### src/rtl/mem_port_arbiter.sv
`default_nettype none
// ============================================================================
//  Module      : mem_port_arbiter
//  Description : Two-port round-robin arbiter and sequencer for a shared
//                single-port byte RAM. Grants one access per cycle. Each
//                access is registered onto the RAM bus one cycle later, and
//                its read data is returned with an ack two cycles after grant.
//  Revision    : 1.0  initial release
// ============================================================================
module mem_port_arbiter #(
    parameter int WIDTH         = 8,
    parameter int RAM_ADDR_BITS = 8
) (
    input  logic                     clk,
    input  logic                     reset,

    input  logic                     p0_req,
    input  logic                     p0_we,
    input  logic [RAM_ADDR_BITS-1:0] p0_adr,
    input  logic [WIDTH-1:0]         p0_wdata,
    output logic                     p0_gnt,
    output logic                     p0_ack,

    input  logic                     p1_req,
    input  logic                     p1_we,
    input  logic [RAM_ADDR_BITS-1:0] p1_adr,
    input  logic [WIDTH-1:0]         p1_wdata,
    output logic                     p1_gnt,
    output logic                     p1_ack,

    output logic [WIDTH-1:0]         rdata,

    output logic                     mem_en,
    output logic                     mem_memwrite,
    output logic [RAM_ADDR_BITS-1:0] mem_adr,
    output logic [WIDTH-1:0]         mem_writedata,
    input  logic [WIDTH-1:0]         mem_memdata
);

    localparam logic c_PORT0 = 1'b0;
    localparam logic c_PORT1 = 1'b1;

    // Priority pointer: names the port that wins when both request.
    logic                     ptr_q,        ptr_d;

    // Issue stage: access currently presented to the RAM.
    logic                     mem_en_q,     mem_en_d;
    logic                     memwrite_q,   memwrite_d;
    logic [RAM_ADDR_BITS-1:0] adr_q,        adr_d;
    logic [WIDTH-1:0]         wdata_q,      wdata_d;
    logic                     iss_valid_q,  iss_valid_d;
    logic                     iss_port_q,   iss_port_d;

    // Response stage: captured read data and per-port completion pulses.
    logic [WIDTH-1:0]         rdata_q,      rdata_d;
    logic                     ack0_q,       ack0_d;
    logic                     ack1_q,       ack1_d;

    logic                     w_gnt0;
    logic                     w_gnt1;
    logic                     w_grant_any;

    // Grant decision: a lone requester wins, a tie goes to the pointer's port.
    // Only the req inputs steer the decision so an undriven idle port's other
    // inputs cannot leak into the grant.
    always_comb begin
        w_gnt0 = 1'b0;
        w_gnt1 = 1'b0;
        if (!reset) begin
            if (p0_req && p1_req) begin
                if (ptr_q == c_PORT1) begin
                    w_gnt1 = 1'b1;
                end else begin
                    w_gnt0 = 1'b1;
                end
            end else if (p0_req) begin
                w_gnt0 = 1'b1;
            end else if (p1_req) begin
                w_gnt1 = 1'b1;
            end
        end
    end

    assign w_grant_any = w_gnt0 | w_gnt1;

    // Next-state for pointer, issue stage and response stage.
    always_comb begin
        ptr_d       = ptr_q;
        mem_en_d    = w_grant_any;
        memwrite_d  = 1'b0;
        adr_d       = adr_q;
        wdata_d     = wdata_q;
        iss_valid_d = w_grant_any;
        iss_port_d  = iss_port_q;

        // The winner's request moves into the issue stage and the pointer
        // passes to the other port so a persistent pair alternates.
        if (w_gnt0) begin
            memwrite_d = p0_we;
            adr_d      = p0_adr;
            wdata_d    = p0_wdata;
            iss_port_d = c_PORT0;
            ptr_d      = c_PORT1;
        end else if (w_gnt1) begin
            memwrite_d = p1_we;
            adr_d      = p1_adr;
            wdata_d    = p1_wdata;
            iss_port_d = c_PORT1;
            ptr_d      = c_PORT0;
        end

        // The RAM answered at the negedge inside the issue cycle; capture it
        // and signal completion to whichever port owned that access.
        rdata_d = rdata_q;
        ack0_d  = 1'b0;
        ack1_d  = 1'b0;
        if (iss_valid_q) begin
            rdata_d = mem_memdata;
            ack0_d  = (iss_port_q == c_PORT0);
            ack1_d  = (iss_port_q == c_PORT1);
        end
    end

    // State registers; reset discards any in-flight access.
    always_ff @(posedge clk) begin
        if (reset) begin
            ptr_q       <= c_PORT0;
            mem_en_q    <= 1'b0;
            memwrite_q  <= 1'b0;
            adr_q       <= '0;
            wdata_q     <= '0;
            iss_valid_q <= 1'b0;
            iss_port_q  <= c_PORT0;
            rdata_q     <= '0;
            ack0_q      <= 1'b0;
            ack1_q      <= 1'b0;
        end else begin
            ptr_q       <= ptr_d;
            mem_en_q    <= mem_en_d;
            memwrite_q  <= memwrite_d;
            adr_q       <= adr_d;
            wdata_q     <= wdata_d;
            iss_valid_q <= iss_valid_d;
            iss_port_q  <= iss_port_d;
            rdata_q     <= rdata_d;
            ack0_q      <= ack0_d;
            ack1_q      <= ack1_d;
        end
    end

    assign p0_gnt        = w_gnt0;
    assign p1_gnt        = w_gnt1;
    assign p0_ack        = ack0_q;
    assign p1_ack        = ack1_q;
    assign rdata         = rdata_q;
    assign mem_en        = mem_en_q;
    assign mem_memwrite  = memwrite_q;
    assign mem_adr       = adr_q;
    assign mem_writedata = wdata_q;

endmodule
`default_nettype wire

### config.mk
export PLATFORM = sky130hd
export DESIGN_NAME = mem_port_arbiter
export DESIGN_NICKNAME = d
export VERILOG_FILES = /design/src/rtl/mem_port_arbiter.sv
export SDC_FILE = /design/constraint.sdc
export NUM_CORES = 1
export LEC_CHECK = 0
export CAP_MARGIN = 20
export CORE_ASPECT_RATIO = 1.75
export CORE_UTILIZATION = 37
export CTS_BUF_LIST = sky130_fd_sc_hd__clkbuf_4
export DETAILED_ROUTE_END_ITERATION = 6
export GPL_TIMING_DRIVEN = 0
export PLACE_DENSITY = 0.82
export SLEW_MARGIN = 20
export SYNTH_ARGS = -nofsm -noshare
export SYNTH_HDL_FRONTEND = slang
export SYNTH_SLANG_ARGS = --single-unit
### constraint.sdc
create_clock -name clk -period 1.65 [get_ports clk]
set_input_delay 0.165 -clock clk [delete_from_list [all_inputs] [get_ports clk]]
set_output_delay 0.165 -clock clk [all_outputs]
set_load 0.01 [all_outputs]
Word-level counts from Yosys, hierarchy flattened
Index checks and enable logic that the tools add are counted.
{ "classes": {"n_mux": 17, "n_bitwise": 3, "n_reduce_logical": 4} }
{ "ops": {"columns": ["op", "n"], "rows": [
  ["2-to-1 mux 8 bit", 4],
  ["2-to-1 mux 1 bit", 13],
  ["OR reduction 2 bit", 2],
  ["NOT 1 bit", 2],
  ["nonzero test 2 bit", 1],
  ["logical AND 1 bit", 1],
  ["OR 1 bit", 1]
]} }
{ "totals": {"reg_bits": 30, "input_bits": 46, "elab_cells": 33, "output_inout_bits": 30} }

Longest topological paths before layout
Gate-level depths: netlist of run 1.
{ "logic_depth": {"word_depth": 6, "depth_mapped": 6, "ltp_nobuf": 3} }

Worst setup path after synthesis of run 1
No wires, ideal clock.
{ "synth_path": {"kind": "register -> register", "from": "register ptr_q", "to": "register adr_q[0] (netlist: mem_adr[0])", "path_stages_with_launch": 6, "path_slack_ps": 356, "setup_time_ps": 122, "t_arrival_ps": 1172, "path_buffers": 2, "synth_period_minus_slack_ps": 1294, "t_required_ps": 1528, "path_cell_list": "dfxtp_1 -> a21oi_2 -> and2_1 -> buf_6 -> buf_6 -> a221o_1"} }
{ "synth_via": {"elab_chain_len": 4} }
{ "synth_lines": {"columns": ["item", "line", "source"], "rows": [
  ["start: declaration", "44", "logic ptr_q, ptr_d;"],
  ["start signal: assignment", "127", "ptr_q <= c_PORT0;"],
  ["start signal: assignment", "138", "ptr_q <= ptr_d;"],
  ["2-to-1 mux 1 bit *", "71", "if (ptr_q == c_PORT1) begin"],
  ["2-to-1 mux 1 bit *", "70", "if (p0_req && p1_req) begin"],
  ["2-to-1 mux 1 bit *", "69", "if (!reset) begin"],
  ["via p0_gnt", "21", "output logic p0_gnt,"],
  ["2-to-1 mux 8 bit or nonzero test 2 bit (tied branches)", null, null],
  ["end signal: assignment", "141", "adr_q <= adr_d;"],
  ["end: declaration", "49", "logic [RAM_ADDR_BITS-1:0] adr_q, adr_d;"]
]} }
The timed path passes the listed nets; every way through them passes the cells marked *.
A chain may end at the register's enable or synchronous reset.

Worst setup path in the final report of run 1
{ "layout_path": {"from": "input p0_req", "to": "output p1_gnt"} }
{ "layout_via": {"elab_chain_len": 3} }
{ "layout_lines": {"columns": ["item", "line", "source"], "rows": [
  ["start: declaration", "17", "input logic p0_req,"],
  ["2-to-1 mux 1 bit or logical AND 1 bit (tied branches)", "76, 70", null],
  ["2-to-1 mux 1 bit *", "70", null],
  ["2-to-1 mux 1 bit *", "69", null],
  ["end: declaration", "28", "output logic p1_gnt,"]
]} }
Every way passes the cells marked *; elsewhere a longest branch is shown, timed or not.

==> results of run 1 <==
## layer usage
layer	GRT usage (%)	up-vias
li1	-	557
met1	19.9	513
met2	37.5	58
met3	7.82	10
met4	13.3	0
met5	0	-
## through the flow
stage	total power (W)	setup TNS (ps)	cells	worst slack [ps]	utilization, %
floorplan	0.000955	0	107	356	-
global placement	0.00118	-2960	222	-645	66.0
detailed placement	0.00119	-3360	222	-660	66.0
CTS	0.00163	0	232	17.4	68.6
global route	0.00170	0	236	22.1	69.9
finish	0.00161	0	236	87.5	69.9
## worst max path at each step
stage	endpoint	slack [ps]
floorplan	mem_adr[0]$_SDFFE_PP0P_	360
global placement	p1_gnt	-650
detailed placement	p1_gnt	-660
CTS	p0_gnt	20
global route	p1_gnt	20
finish	p1_gnt	90
## state kept, by name, summed over array words and instances, names as in the netlist
name / count
ptr_q: 1
p0_ack: 1
rdata: 8
iss_valid_q: 1
mem_adr: 8
iss_port_q: 1
mem_writedata: 8
mem_memwrite: 1
p1_ack: 1
## power groups by stage
stage	combinational (W)	sequential [W]	clock, W
6_report	0.000382	0.000804	0.000428
5_1_grt	0.000407	0.000811	0.000478
4_1_cts	0.000375	0.000805	0.000448
3_5_place_dp	0.000366	0.000820	0
3_3_place_gp	0.000358	0.000817	0
2_1_floorplan	0.000114	0.000841	0
## cell usage after synthesis, drive strengths merged
| cell | count |
|---|---|
| a2111oi | 2 |
| a211oi | 2 |
| a21o | 1 |
| a21oi | 2 |
| a221o | 14 |
| and2 | 15 |
| and3b | 1 |
| buf | 7 |
| clkbuf | 2 |
| dfxtp | 30 |
| inv | 2 |
| mux2i | 8 |
| nand2 | 1 |
| nand3 | 1 |
| nand3b | 1 |
| nor2 | 11 |
| nor2b | 1 |
| nor3 | 3 |
| nor3b | 2 |
| o21a | 1 |
## timing repair
item / 4_1_cts / 5_1_grt
setup buffers: 3 / 4
pin swaps: 2 / 0
setup endpoints to repair: 2 / 11
resized for setup: 11 / 2
## cells in the final DEF (no fill, tap or decap)
cell             count
clkdlybuf4s50_1     71
dfxtp_1             30
and2_1              15
a221o_1             14
nor2_1              11
buf_4                9
mux2i_1              8
clkbuf_4             6
buf_6                2
clkbuf_1             2
buf_2                2
inv_1                2
a211oi_1             2
nor3_1               2
a2111oi_2            2
a21oi_2              1
buf_8                1
nor2b_2              1
nor3b_4              1
a21o_1               1
nor3b_1              1
and3b_1              1
nor3_2               1
o21a_1               1
nand3b_1             1
nand2_1              1
nand3_1              1
a21oi_1              1
clkinv_2             1
clkinv_1             1
clkdlybuf4s15_2      1
## cell type report
type / instances / area (sq um) / share of cell area (%)
buffer: 8 / 65.1 / 3.15
clock buffer: 6 / 45.0 / 2.18
clock inverter: 2 / 8.76 / 0.423
inverter: 2 / 7.51 / 0.363
multi-input combinational: 66 / 509 / 24.6
sequential: 30 / 601 / 29.0
tap: 42 / 52.6 / 2.54
timing repair buffer: 80 / 779 / 37.7
## cells by family (layout without fill, tap and decap cells)
family	count (synthesis)	count (layout)	share of synthesized area, %
AO/OA/AOI/OAI	22	22	18.3
multiplexers	8	8	6.85
flip-flops	30	30	51.3
AND/OR/NAND/NOR	36	36	17.2
buffers and inverters	11	98	6.31
==> metrics.log, run 1 <==
INFO  metric run_status = completed
INFO  metric worstMarginPinSlew = around 430 ps
INFO  metric crit_path_top_delay_cell = clkdlybuf4s50_1
INFO  metric met3RoutedLength = 316 microns
INFO  metric post_synthesis_mean_instance_area = 10.9 sq um
INFO  metric cts.root.buffer_cell = clkbuf_4
INFO  metric globalRouteOverflowTotal = 0
INFO  metric grt_max_degree = 18
INFO  metric post-dp-hpwl = 2.54 mm
INFO  metric fin_clk_skew = 11.1 ps
INFO  metric cts_sinks = 30
INFO  metric cts_htree_levels = 2
INFO  metric final_hold_fails = 0
INFO  metric critical_path.startpoint = p0_req
INFO  metric path_depth = 6
INFO  metric worst_hold_path_type = input port to flip-flop
INFO  metric wl_met2 = roughly 1.8 mm
INFO  metric flow.area_growth_from_synthesis = 76.8%
INFO  metric synth_fp_nets = around 150
INFO  metric fmax = approximately 640 MHz
INFO  metric worst_r2r_startpoint = ptr_q$_SDFFE_PP0P_
INFO  metric maxCapViolCount = 0
INFO  metric floorplan_die_width = 44.5 microns
INFO  metric critical_path.cell_chain = clkdlybuf4s50_1, buf_6, nor2b_2, nor3b_4, buf_6, buf_2
INFO  metric crit_share_post_route = between 90% and 100%
INFO  metric worstPathBufferInverterCount = 4
INFO  metric detail_route.drc_violations = 0
INFO  metric proportion_of_synthesized_chip_area_in_sequential_cells = between 50 and 60%
INFO  metric period_minus_slack = roughly 1600 ps
INFO  metric timing.critical_path.to_type = output pin
INFO  metric worst-r2r-setup-slack = approximately 230 ps
INFO  metric min_delay_path_depth = 2
INFO  metric drt-wirelength-per-cell = between 10 and 15 microns
INFO  metric placementRows = 26
INFO  metric synth_largest_area_cell = dfxtp_1
INFO  metric port_buffers = 73
INFO  metric detailroute.via_count = ~1100
INFO  metric tritoncts.num_buffers = 5
INFO  metric grt_util_all_layers = 21.6%
INFO  metric switching_power_of_the_nets = about 0.00041 W
INFO  metric route.top_layer_used = met4
INFO  metric max_slew_margin = 71.6%
INFO  metric diodes = 0
INFO  metric drt.antenna.violating_nets = 0
INFO  metric maximum_resistive_drop_on_vdd = between 0.7 and 0.8 mV
INFO  metric ctsHoldBuffers = 0
INFO  metric place_congestion = between 0.7 and 0.8
INFO  metric floorplan.initialDensity = ~40%
INFO  metric worstReg2RegEnd = mem_writedata[0]$_SDFFE_PP0P_
INFO  metric final_layout_size_suffix_gt1_share = 14.4%
INFO  metric nets = around 240
INFO  metric synth_cell_type_count = 24
INFO  metric die_h = ~76 microns
INFO  metric worst_path_largest_cell_delay = approximately 430 ps
INFO  metric grt_setup_unrepaired = false
INFO  metric cpMostUsedCell = buf_6
INFO  metric global_route_wire_length_before_repair = between 5 and 6 mm
INFO  metric power.sequential.fraction = between 40% and 50%
INFO  metric netlist.area_leader.share = between 50% and 60%
INFO  metric post_dp_cell_area = 1950 sq um
INFO  metric mappedNetlistArea = around 1200 sq um
INFO  metric route.layer.met1.wl = roughly 1.2 mm
INFO  metric worst_hold_path.endpoint = mem_writedata[1]$_SDFFE_PP0P_
INFO  metric yosysWarningCount = 0
INFO  metric worst-endpoint-required = roughly 1500 ps
INFO  metric timing.critical_path.from_type = input port
INFO  metric totalWireLength = between 3 and 4 mm
INFO  metric final_design_area_no_fill = 2070 sq um
INFO  metric synth.ff_latch_count = 30
INFO  metric synthCells = 107
INFO  metric leakagePower = 0.839 nW
INFO  metric setup_violations = 0
INFO  metric avgViaCountPerCell = about 4.8
INFO  metric holdWs = just under 100 ps
INFO  metric clock_latency = between 300 and 400 ps
INFO  metric tritoncts = yes
INFO  metric core_area = roughly 3000 sq um
INFO  metric die_area = about 3400 sq um
INFO  metric synthTopCellsByArea = dfxtp_1 51%, a221o_1 12%, and2_1 8.0%
INFO  metric power.clock.fraction = 26.5%
INFO  metric crit_arrival = between 1000 and 1500 ps
INFO  metric report.final.slew_viol_count = 0
INFO  metric crit_family = buffers and inverters
INFO  metric ctsLongestPathBuffers = 2
INFO  metric fraction_of_power_consumed_by_combinational_cells = between 20% and 30%
INFO  metric layout.filler_cells = 219
INFO  metric critical_path_class = input port to output pin
INFO  metric number_of_antenna_violations_at_the_first_check_in_global_routing = 0
INFO  metric powerDensity = roughly 780 nW/um^2
INFO  metric switching_share = 25.5%
INFO  metric crit_path_max_fanout = 10
INFO  metric r2r.worst_path.cells = 5
INFO  metric path_clk_slew = around 90 ps
INFO  metric p_int = roughly 0.0012 W
INFO  metric num_io_pins = 76
INFO  metric hold_path.startpoint = reset
INFO  metric first_global_vias = between 1000 and 1500
INFO  metric detail_route.first_pass.iterations = 4
INFO  metric detail_route.iter0.violations = 17
Note: power is estimated with default switching activity, not from simulation.
==> inputs of run 2 (changes only) <==
- CORE_MARGIN: default -> 2
==> metrics.log, run 2 (synthesized netlist as in run 1, its figures left out) <==
INFO  metric cts_sinks = 30 (unchanged)
INFO  metric flow.area_growth_from_synthesis = 75.3%
INFO  metric die_area = 3650 sq um (+7.2%)
INFO  metric clock_latency = 320 ps (about the same)
INFO  metric crit_arrival = 1420 ps (+20 ps)
INFO  metric min_delay_path_depth = 2 (unchanged)
INFO  metric final_layout_size_suffix_gt1_share = 13.5% (-0.89 points)
INFO  metric floorplan_die_width = 46.5 microns (+4.5%)
INFO  metric total_power = 0.00161 W (-0.56%)
INFO  metric timing.critical_path.from_type = flip-flop
INFO  metric number_of_antenna_violations_at_the_first_check_in_global_routing = 0 (unchanged)
INFO  metric path_depth = 4 (-2)
INFO  metric power.clock.fraction = 26.4% (about the same)
INFO  metric post-dp-hpwl = 2.46 mm (-2.9%)
INFO  metric worst-r2r-setup-slack = 380 ps (+150 ps)
INFO  metric crit_share_post_route = 95.9% (+1.2 points)
INFO  metric period_minus_slack = 1580 ps (+19.1 ps)
INFO  metric worst_path_largest_cell_delay = 360 ps (-70 ps)
INFO  metric global_route_wire_length_before_repair = 5.00 mm (-7.1%)
INFO  metric nets = 237 (-0.84%)
INFO  metric diodes = 0 (unchanged)
INFO  metric totalWireLength = 3.32 mm (-2.5%)
INFO  metric grt_max_degree = 18 (unchanged)
INFO  metric max_slew_margin = 68.2% (-3.4 points)
INFO  metric detail_route.first_pass.iterations = 4 (unchanged)
INFO  metric crit_path_max_fanout = 17 (+7)
INFO  metric tritoncts = yes
INFO  metric switching_power_of_the_nets = 0.000405 W (-1.4%)
INFO  metric detail_route.drc_violations = 0 (unchanged)
INFO  metric p_int = 0.00120 W (-0.27%)
INFO  metric final_hold_fails = 0 (unchanged)
INFO  metric port_buffers = 73 (unchanged)
INFO  metric ctsLongestPathBuffers = 2 (unchanged)
INFO  metric floorplan.initialDensity = 38.1% (-1.5 points)
INFO  metric critical_path_class = flip-flop to output pin
INFO  metric fmax = 632 MHz (-1.2%)
INFO  metric leakagePower = 0.827 nW (-1.4%)
INFO  metric globalRouteOverflowTotal = 0 (unchanged)
INFO  metric path_clk_slew = 100 ps (about the same)
INFO  metric core_area = 3070 sq um (+3.8%)
INFO  metric first_global_vias = 1115 (-9.0%)
INFO  metric avgViaCountPerCell = 4.85 (+0.60%)
INFO  metric crit_family = buffers and inverters
INFO  metric detail_route.iter0.violations = 22 (+5)
INFO  metric run_status = completed
INFO  metric drt-wirelength-per-cell = 14.1 microns (-2.1%)
INFO  metric worst-endpoint-required = 1480 ps (about the same)
INFO  metric cts.root.buffer_cell = clkbuf_4
INFO  metric report.final.slew_viol_count = 0 (unchanged)
INFO  metric worstMarginPinSlew = 474 ps (+47.7 ps)
INFO  metric num_io_pins = 76 (unchanged)
INFO  metric die_h = 78.4 microns (+2.6%)
INFO  metric critical_path.cell_chain = a21oi_2, and2_1, buf_8, clkdlybuf4s15_2
INFO  metric timing.critical_path.to_type = output pin
INFO  metric post_dp_cell_area = 1950 sq um (about the same)
INFO  metric cts_htree_levels = 2 (unchanged)
INFO  metric r2r.worst_path.cells = 5 (unchanged)
INFO  metric tritoncts.num_buffers = 5 (unchanged)
INFO  metric drt.antenna.violating_nets = 0 (unchanged)
INFO  metric powerDensity = 783 nW/um^2 (+0.29%)
INFO  metric most_used_cells_in_the_layout_excluding_fill_and_tap_cells = 71 x clkdlybuf4s50_1, 29 x dfxtp_1, 15 x and2_1
INFO  metric detailroute.via_count = 1140 (+0.18%)
INFO  metric crit_path_top_delay_cell = dfxtp_2
INFO  metric worst_hold_path_type = input port to flip-flop
INFO  metric grt_util_all_layers = 19.2% (-2.4 points)
INFO  metric maxCapViolCount = 0 (unchanged)
INFO  metric fin_clk_skew = 3.50 ps (-7.60 ps)
INFO  metric switching_share = 25.2% (-0.22 points)
INFO  metric mostFrequentLayoutCell = clkdlybuf4s50_1
INFO  metric power.sequential.fraction = 50.1% (+0.3 points)
INFO  metric maximum_resistive_drop_on_vdd = 0.465 mV (-40%)
INFO  metric setup_violations = 0 (unchanged)
INFO  metric final_design_area_no_fill = 2050 sq um (-0.85%)
INFO  metric fraction_of_power_consumed_by_combinational_cells = 23.4% (-0.3 points)
INFO  metric worstPathBufferInverterCount = 2 (-2)
INFO  metric placementRows = 27 (+3.8%)
INFO  metric place_congestion = 0.736 (+4.6%)
## run 2: changes by cell type in the layout (fill, tap and decap cells not counted), sizes merged
cell  change
buf       -2
## run 2: power by group through the flow
| stage | Clock (W) | Sequential [W] | Combinational, W |
|---|---|---|---|
| 6_report | 0.000424 | 0.000805 | 0.000376 |
| 5_1_grt | 0.000476 | 0.000811 | 0.000401 |
| 4_1_cts | 0.000438 | 0.000805 | 0.000374 |
| 3_5_place_dp | 0 | 0.000819 | 0.000366 |
| 3_3_place_gp | 0 | 0.000817 | 0.000360 |
| 2_1_floorplan | 0 | 0.000841 | 0.000114 |
## run 2: worst paths after layout
path,start,to
setup reg to reg,ptr_q$_SDFFE_PP0P_,mem_adr[2]$_SDFFE_PP0P_
hold / removal,reset,mem_writedata[0]$_SDFFE_PP0P_
setup / recovery,ptr_q$_SDFFE_PP0P_,p0_gnt
hold reg to reg,iss_port_q$_SDFFE_PP0P_,p0_ack$_SDFF_PP0_
## run 2: what timing repair did
| item | in CTS | in global routing |
|---|---|---|
| hold buffers | 0 | 0 |
| buffers inserted | 3 | 2 |
| gates resized for setup | 10 | 3 |
| pin swaps | 2 | 1 |
| gates cloned | 0 | 0 |
| hold endpoints to repair | 0 | 0 |
| endpoints found under the setup margin | 2 | 5 |
## run 2: through the flow
step,hold slack (ps),TNS [ps],std cells,util (%),setup WS (ps)
floorplan,303,0,107,-,356
global placement,433,-2890,223,63.6,-634
detailed placement,427,-2840,223,63.6,-649
CTS,85.8,0,233,66.2,1.93
global route,81.6,-22.6,235,66.7,-22.6
finish,98.9,0,235,66.7,68.4
## run 2: worst register-to-register path: cells and delay by family, from the launching register on
kind / cells / cell delay [ps]
buffers and inverters: 2 / 270
AND/OR/NAND/NOR: 2 / 230
flip-flops: 1 / 360
AO/OA/AOI/OAI: 1 / 300
## run 2: layer usage
layer | up-vias | global-route usage (%) | share of wire (%)
met5 | - | 0 | 0
met4 | 0 | 6.86 | 0.69
met3 | 2 | 9.66 | 9.7
met2 | 54 | 31.7 | 52
met1 | 529 | 20.0 | 38
li1 | 555 | - | -
## run 2: cell type report
cell class / count / area [sq um]
plain buffers: 8 / 65.1
clock buffers: 6 / 45.0
clock inverters: 2 / 8.76
fillers: 243 / 1020
inverters: 2 / 7.51
multi-input cells: 66 / 504
flip-flops and latches: 30 / 602
well taps: 43 / 53.8
repair buffers: 78 / 764
==> inputs of run 3 (changes only) <==
- ABC_CLOCK_PERIOD_IN_PS: default -> 1650
- MAX_ROUTING_LAYER: default -> met4
==> metrics.log, run 3 (synthesized netlist as in run 1, its figures left out) <==
INFO  metric run_status = completed
INFO  metric drt-wirelength-per-cell = 14.1 microns (unchanged)
INFO  metric layout.cells.non_filler = 235 (unchanged)
INFO  metric period_minus_slack = 1580 ps (-0.284 ps)
INFO  metric maximum_resistive_drop_on_vdd = 0.465 mV (about the same)
INFO  metric layout.filler_cells = 243 (unchanged)
INFO  metric ctsLongestPathBuffers = 2 (unchanged)
INFO  metric crit_arrival = 1420 ps (about the same)
INFO  metric nets = 237 (unchanged)
INFO  metric timing.critical_path.to_type = output pin
INFO  metric critical_path.startpoint = ptr_q$_SDFFE_PP0P_
INFO  metric clock_latency = 310 ps (about the same)
INFO  metric cts.root.buffer_cell = clkbuf_4
INFO  metric crit_path_max_fanout = 17 (unchanged)
INFO  metric worst-endpoint-required = 1480 ps (about the same)
INFO  metric final_layout_size_suffix_gt1_share = 13.5% (unchanged)
INFO  metric place_inst = 223 (unchanged)
INFO  metric detail_route.first_pass.iterations = 4 (unchanged)
INFO  metric core_area = 3070 sq um (unchanged)
INFO  metric cts_sinks = 30 (unchanged)
INFO  metric timing.critical_path.from_type = flip-flop
INFO  metric detail_route.drc_violations = 0 (unchanged)
INFO  metric totalWireLength = 3.32 mm (unchanged)
INFO  metric diodes = 0 (unchanged)
INFO  metric worstReg2RegEnd = mem_adr[2]$_SDFFE_PP0P_
INFO  metric drt.antenna.violating_nets = 0 (unchanged)
INFO  metric first_global_vias = 1116 (+0.090%)
INFO  metric fin_clk_skew = 3.62 ps (+0.123 ps)
INFO  metric fmax = 632 MHz (about the same)
INFO  metric global_route_wire_length_before_repair = 5.00 mm (+0.14%)
INFO  metric leakagePower = 0.827 nW (unchanged)
INFO  metric place_congestion = 0.745 (+1.2%)
INFO  metric setup_violations = 0 (unchanged)
INFO  metric worst-r2r-setup-slack = 380 ps (about the same)
INFO  metric floorplan_die_width = 46.5 microns (unchanged)
INFO  metric tritoncts.num_buffers = 5 (unchanged)
INFO  metric most_used_cells_in_the_layout_excluding_fill_and_tap_cells = 71 x clkdlybuf4s50_1, 29 x dfxtp_1, 15 x and2_1
INFO  metric num_io_pins = 76 (unchanged)
INFO  metric final_hold_fails = 0 (unchanged)
INFO  metric multi_input_combinational_cell_area = 504 sq um (unchanged)
INFO  metric floorplan.initialDensity = 38.1% (unchanged)
INFO  metric critical_path_class = flip-flop to output pin
INFO  metric worst_hold_path.endpoint = mem_writedata[0]$_SDFFE_PP0P_
INFO  metric detailroute.via_count = 1137 (-0.26%)
INFO  metric tritoncts = yes
INFO  metric area.sequential = 602 sq um (unchanged)
INFO  metric flow.area_growth_from_synthesis = 75.3% (unchanged)
INFO  metric hold_path.startpoint = reset
INFO  metric number_of_antenna_violations_at_the_first_check_in_global_routing = 0 (unchanged)
INFO  metric path_clk_slew = 100 ps (about the same)
INFO  metric crit_share_post_route = 95.8% (about the same)
INFO  metric post-dp-hpwl = 2.46 mm (unchanged)
INFO  metric grt_util_all_layers = 19.7% (+0.53 points)
INFO  metric max_slew_margin = 68.2% (unchanged)
INFO  metric die_area = 3650 sq um (unchanged)
INFO  metric final_design_area_no_fill = 2050 sq um (unchanged)
INFO  metric detail_route.iter0.violations = 24 (+9.1%)
INFO  metric min_delay_path_depth = 2 (unchanged)
INFO  metric powerDensity = 782 nW/um^2 (about the same)
INFO  metric worst_hold_path_type = input port to flip-flop
INFO  metric r2r.worst_path.cells = 5 (unchanged)
INFO  metric avgViaCountPerCell = 4.84 (-0.26%)
INFO  metric worst_r2r_startpoint = ptr_q$_SDFFE_PP0P_
INFO  metric globalRouteOverflowTotal = 0 (unchanged)
INFO  metric die_h = 78.4 microns (unchanged)
INFO  metric cts_htree_levels = 2 (unchanged)
INFO  metric port_buffers = 73 (unchanged)
INFO  metric report.final.slew_viol_count = 0 (unchanged)
INFO  metric grt_max_degree = 18 (unchanged)
INFO  metric placementRows = 27 (unchanged)
INFO  metric maxCapViolCount = 0 (unchanged)
INFO  metric mostFrequentLayoutCell = clkdlybuf4s50_1
INFO  metric worstMarginPinSlew = 474 ps (unchanged)
INFO  metric post_dp_cell_area = 1950 sq um (unchanged)
run 3: cell counts in the layout (fill, tap and decap cells not counted):
No cell type changed its count.
run 3: area by class of cell:
type                            count  area share, %
Inverter                            2          0.366
Buffer                              8           3.17
Sequential cell                    30           29.3
Timing Repair Buffer               78           37.3
Clock inverter                      2          0.427
Tap cell                           43           2.62
Clock buffer                        6           2.20
Multi-Input combinational cell     66           24.6
run 3: what timing repair did:
item                                    4_1_cts  5_1_grt
setup buffers                                 3        2
cloned                                        0        0
gates resized for setup                      10        3
hold buffers                                  0        0
pin swaps                                     2        1
endpoints found under the setup margin        2        5
run 3: worst max path at each step:
stage / depth (start not counted) / slack [ps] / endpoint
2_1_floorplan: 5 / 360 / mem_adr[0]$_SDFFE_PP0P_
3_3_place_gp: 6 / -630 / p1_gnt
3_5_place_dp: 6 / -650 / p1_gnt
4_1_cts: 6 / 2 / p1_gnt
5_1_grt: 4 / -20 / p0_gnt
6_report: 4 / 70 / p0_gnt
run 3: layer usage:
metal | up-vias | routed length (microns) | track usage, %
li1 | 555 | - | -
met1 | 526 | 1290 | 20.5
met2 | 54 | 1710 | 31.8
met3 | 2 | 297 | 8.74
met4 | 0 | 23 | 6.86
met5 | - | 0 | -
run 3: power breakdown:
part	internal [W]	switching [W]	leakage (nW)
Clock	0.000176	0.000247	0.0331
Combinational	0.000246	0.000130	0.546
Sequential	0.000778	0.0000274	0.249
run 3: critical path, stage by stage, from the launching register on:
cell and delay [ps]:
dfxtp_2 360, a21oi_2 150, and2_1 170, buf_8 170
clkdlybuf4s15_2 240
run 3: through the flow:
stage / util, % / worst slack, ps / TNS (ps) / power, W / hold slack, ps
2_1_floorplan: - / 356 / 0 / 0.000955 / 303
3_3_place_gp: 63.6 / -634 / -2890 / 0.00118 / 433
3_5_place_dp: 63.6 / -649 / -2840 / 0.00118 / 427
4_1_cts: 66.2 / 1.93 / 0 / 0.00162 / 85.8
5_1_grt: 66.7 / -22.6 / -22.6 / 0.00169 / 81.6
6_report: 66.7 / 68.7 / 0 / 0.00160 / 99.7
